[config.mk]
export PLATFORM = sky130hd
export DESIGN_NAME = reg_writeback
export DESIGN_NICKNAME = d
export VERILOG_FILES = /design/src/rtl/reg_writeback.sv
export SDC_FILE = /design/constraint.sdc
export NUM_CORES = 1
export LEC_CHECK = 0
export CAP_MARGIN = 20
export CELL_PAD_IN_SITES_DETAIL_PLACEMENT = 0
export CELL_PAD_IN_SITES_GLOBAL_PLACEMENT = 1
export CORE_MARGIN = 2
export CORE_UTILIZATION = 45
export DETAILED_ROUTE_END_ITERATION = 16
export PLACE_DENSITY_LB_ADDON = 0.15
export SYNTH_ARGS = -nofsm -noshare
export SYNTH_HDL_FRONTEND = slang
export SYNTH_SLANG_ARGS = --single-unit
[constraint.sdc]
create_clock -name clk -period 9.45 [get_ports clk]
set_input_delay 1.89 -clock clk [delete_from_list [all_inputs] [get_ports clk]]
set_output_delay 1.89 -clock clk [all_outputs]
set_load 0.01 [all_outputs]
[src/rtl/reg_writeback.sv]
// Write-back arbiter: sole driver of the register-file write port.
// Loads win the port; ALU results queue in a small FIFO; x0 writes are dropped.
module reg_writeback #(
    parameter int DEPTH = 4,
    parameter int AW    = 2
) (
    input  logic        clk,
    input  logic        rst,
    input  logic        alu_valid,
    output logic        alu_ready,
    input  logic [4:0]  alu_rd,
    input  logic [31:0] alu_data,
    input  logic        mem_valid,
    output logic        mem_ready,
    input  logic [4:0]  mem_rd,
    input  logic [31:0] mem_data,
    output logic        write,
    output logic [4:0]  rd,
    output logic [31:0] write_data,
    output logic        busy
);

    logic [4:0]       r_fifo_rd   [DEPTH];
    logic [31:0]      r_fifo_data [DEPTH];
    logic [DEPTH-1:0] r_valid;
    logic [AW-1:0]    r_wr_ptr;
    logic [AW-1:0]    r_rd_ptr;
    logic [AW:0]      r_count;
    logic             r_write;
    logic [4:0]       r_rd;
    logic [31:0]      r_wdata;

    logic w_hazard;
    logic w_push;
    logic w_pop;
    logic w_mem_wr;

    // Any queued (older) ALU write to the load's rd must retire before the load.
    always_comb begin
        w_hazard = 1'b0;
        for (int i = 0; i < DEPTH; i++) begin
            if (r_valid[i] && (r_fifo_rd[i] == mem_rd)) begin
                w_hazard = 1'b1;
            end
        end
    end

    assign alu_ready = (r_count != (AW+1)'(DEPTH));
    assign busy      = (r_count != '0);
    assign mem_ready = !((mem_rd != 5'd0) && w_hazard);

    assign w_push   = alu_valid && alu_ready && (alu_rd != 5'd0);
    assign w_mem_wr = mem_valid && mem_ready && (mem_rd != 5'd0);
    assign w_pop    = !w_mem_wr && busy;

    always_ff @(posedge clk) begin
        if (rst) begin
            r_valid  <= '0;
            r_wr_ptr <= '0;
            r_rd_ptr <= '0;
            r_count  <= '0;
            r_write  <= 1'b0;
            r_rd     <= 5'd0;
            r_wdata  <= 32'd0;
        end else begin
            if (w_mem_wr) begin
                r_write <= 1'b1;
                r_rd    <= mem_rd;
                r_wdata <= mem_data;
            end else if (w_pop) begin
                r_write <= 1'b1;
                r_rd    <= r_fifo_rd[r_rd_ptr];
                r_wdata <= r_fifo_data[r_rd_ptr];
            end else begin
                r_write <= 1'b0;
            end

            // Push and pop never target the same slot: push needs !full, pop needs !empty.
            if (w_pop) begin
                r_valid[r_rd_ptr] <= 1'b0;
                r_rd_ptr          <= r_rd_ptr + AW'(1);
            end
            if (w_push) begin
                r_valid[r_wr_ptr] <= 1'b1;
                r_wr_ptr          <= r_wr_ptr + AW'(1);
            end

            case ({w_push, w_pop})
                2'b10:   r_count <= r_count + (AW+1)'(1);
                2'b01:   r_count <= r_count - (AW+1)'(1);
                default: r_count <= r_count;
            endcase
        end
    end

    always_ff @(posedge clk) begin
        if (w_push) begin
            r_fifo_rd[r_wr_ptr]   <= alu_rd;
            r_fifo_data[r_wr_ptr] <= alu_data;
        end
    end

    assign write      = r_write;
    assign rd         = r_rd;
    assign write_data = r_wdata;

endmodule

==> impl.org <==
** Cells and area
- The count of cells in the finished layout, fillers not included, comes to 861.
- The layout has 1,376 filler cells.
- Ant diodes :: 0
- From synthesis to final layout, the design area changed by 24.3%.
- At the end of the flow the core is filled with cells to 57.3%.
- Fraction of layout instances using a drive strength above 1 :: 13.4%
- At the end of the flow, the number of nets in the layout was 711.
- Multi-input gate area in the final layout :: 2310 um^2
- Across the whole layout, storage elements account for 5470 um^2.

** STA
- Fin crit period :: 6.52 ns
- Hold is met by 0.482 ns.
- The final hold violation count is 0.
- Dividing the final minimum period by the clock period gives 69.0%.
- Setup repair after global routing left no endpoint under its margin.
- In this run the tightest slew margin relative to its limit is 29.2%.
- At the pin with the least slew margin, the transition time is 1.06 ns.
- Setup violations remaining at the end of the flow were counted as 0.
- Based on the critical path, the design can be clocked at up to 153 MHz.
- The clock arrives with 0.00829 ns of skew.
- After routing, the total negative slack on setup checks comes to 0 ns.
- The max-slew violation total from the final report was 0.

** Clock tree
- CTS tree :: done
- The H-tree was split into 4 levels.
- Total clock sinks :: 199
- The clock passes through at most 2 buffers.
- Root buffer selected by CTS :: clkbuf_16
- The clock reaches the later pin of the worst-skew pair after 0.43 ns.
- Post_cts resized :: 0
- Clock buffer count from CTS :: 17
- After clock tree synthesis, the clock-pin slew on the worst setup and hold paths is 0.06 ns.
- For this design, the CTS-stage hold fixing added 0 buffers.
- Buffers added to address setup during post-CTS repair amount to 0.

** Power and ir drop
- Leak pwr :: 0.00329 uW
- Net Switching :: 754 uW
- Pwr Density :: 257 nW/um^2
- The worst-case IR drop observed on VDD is 138 uV.
- Cell internal power was estimated by the tool at 1800 uW.
- Share of total power in combinational logic :: 27.1%
- Switching part of the total :: 29.5%
- The clock network burns 28.6% of the power.
- Share of total power in sequential cells :: 44.3%
- Power comes to 2560 uW.

** Routing
- The first detailed-routing pass took 4 iterations.
- The first routing iteration left 259 violations.
- Final antenna-violating net count :: 0
- Total wire length after detailed routing :: 17.9 mm
- Dividing the detail-routed wire length by the instance count gives 20.8 um.
- For this run, design rule violations remaining after detail routing come to 0.
- Number of vias after detailed routing :: 4,840
- Dividing the detail-routed via count by the number of cells gives 5.62.

** Critical path
- For the worst setup path, the data arrival time is 4.63 ns.
- CP required :: 7.56 ns
- Cell depth of the worst flop-to-flop path :: 11
- Element type at the critical path start :: input port
- By startpoint and endpoint, the worst setup path is classified as input port to primary output.
- STA classifies the critical path endpoint as a primary output.
- Along the worst path, the maximum fanout reaches 39.

** GRT
- The total overflow left after global routing is 0.
- Initial antenna violation count :: 0
- Global routing usage summed across all routing layers :: 19.8%
- The first global-routing pass estimated 27.4 mm of wire.
- Pin count of the biggest net entering global routing :: 51
- Number of global-route vias before repair :: 5,195

** Floorplan
- Total core area :: 17,400 um^2
- The initial utilization of the core area, before any placement, comes to 46.1%.
- Ports placed on the boundary :: 119
- After floorplanning, the core was divided into 48 placement rows.
- Total Die Area :: 18,900 um^2
- Chip Width :: 137 um
- Die height :: 137 um

** Place
- Cell Count Post-Placement :: 828
- IO Port Bufs :: 118
- Hpwl dp :: 10.8 mm
- Weighted congestion at the end of routability-driven global placement :: 0.879

** Yosys
- Synthesis instantiated 34 different standard cells from the library.
- The number of nets in the synthesized netlist is 609.
- Warnings, synthesis :: 0
- FF+latch count, synth :: 199
- Post-synthesis cell area :: 8000 um^2
- Share of synthesized registers carrying an async set or reset :: 0%
- Of the synthesized area, sequential elements account for 68.3%.
- Each instance of the synthesized netlist takes up on average 15.4 um^2.
- EDFF count, synth :: 148
- Number of standard cells after synthesis :: 521
- Ys flop type :: edfxtp_1

** Flow run
- Maxcap violations :: 0

** Hold path
- Worst min path class :: register to register
- Counting instances, the worst hold path has a depth of 2.

** Status
- The run finished with clean final reports.
-- metrics by stage --
| step | setup slack (ns) | area (um^2) |
|---|---|---|
| floorplan | 4.20 | 8000 |
| global placement | 3.02 | 9310 |
| detailed placement | 2.93 | 9310 |
| CTS | 2.92 | 9920 |
| global route | 2.81 | 9940 |
| finish | 2.93 | 9940 |
-- path summary, 6_finish.rpt --
| check | from | to | slack [ns] |
|---|---|---|---|
| max | mem_rd[1] | mem_ready | 2.93 |
| max reg2reg | r_fifo_rd[3][0] | r_count[2] | 6.25 |
| min reg2reg | write_data[30] | write_data[30] | 0.48 |
| min | write_data[30] | write_data[30] | 0.48 |
-- critical path, stage by stage --
cell,delay [ns]
clkdlybuf4s50_1,0.72
xor2_1,0.21
nor4_1,0.08
and3_1,0.21
or4_4,0.79
o21ai_0,0.16
clkdlybuf4s50_1,0.55
-- power by group through the flow --
stage	Sequential (uW)	Combinational, uW	Clock [uW]
after floorplan	1130	451	0
after global placement	1150	692	0
after detailed placement	1150	703	0
after CTS	1140	705	747
after global routing	1150	753	778
final	1130	693	732
-- cell type report --
cell class                 count  area share (%)
multi-input combinational    269            23.2
timing repair buffer         122            12.3
inverter                      14           0.529
tap                          225            2.83
clock inverter                 9            1.16
sequential                   199            55.0
clock buffer                  23            5.01
-- metal layers --
metal  vias up  track usage, %  part of all wire (%)
li1       2213               -                     -
met1      2469            24.3                    43
met2       136            34.2                    51
met3        22            4.82                   4.7
met4         0            6.99                   1.5
met5         -               0                     0
-- layout by cell type (no fill, tap or decap), drive strengths merged, types with 9 or more instances in the layout --
cell type,Yosys,final
a21oi,9,9
a311oi,38,38
clkbuf,21,23
clkdlybuf4s50,0,117
dfxtp,51,51
edfxtp,148,148
ha,9,9
inv,14,14
mux4,37,37
nand2,75,75
nor3,39,39
xor2,18,18
-- state kept, by name (all words and copies together), names as in the netlist, named ones only --
| signal | count |
|---|---|
| r_fifo_rd | 20 |
| r_count | 3 |
| write | 1 |
| write_data | 32 |
| r_wr_ptr | 2 |
| r_rd_ptr | 2 |
| rd | 5 |
| r_fifo_data | 128 |
| r_valid | 4 |
-- synthesized netlist by cell type, types with 3 or more instances --
cell type / n / area share [%]
clkbuf_1: 21 / 0.99
dfxtp_1: 51 / 13
a211oi_1: 3 / 0.28
a311oi_1: 38 / 4.2
o21ai_0: 3 / 0.19
mux2i_1: 4 / 0.50
xnor2_1: 5 / 0.55
nor2_1: 8 / 0.38
nor4_1: 4 / 0.31
xor2_1: 18 / 2.0
inv_1: 14 / 0.66
ha_1: 9 / 1.4
and3_1: 3 / 0.23
edfxtp_1: 148 / 56
mux4_2: 37 / 10
nor3_1: 39 / 2.4
buf_4: 4 / 0.38
nand2_1: 75 / 3.5
a21oi_1: 9 / 0.56
buf_2: 11 / 0.69
-- cell families after synthesis --
logic type / count (synthesis) / synth area share (%)
flip-flops: 199 / 68.3
XOR/XNOR: 23 / 2.52
AND/OR/NAND/NOR: 136 / 7.73
buffers and inverters: 53 / 3.04
AO/OA/AOI/OAI: 59 / 5.80
adder cells (fa/ha/maj): 10 / 1.66
multiplexers: 41 / 10.9
No activity file was read; power rests on OpenSTA's default activity.
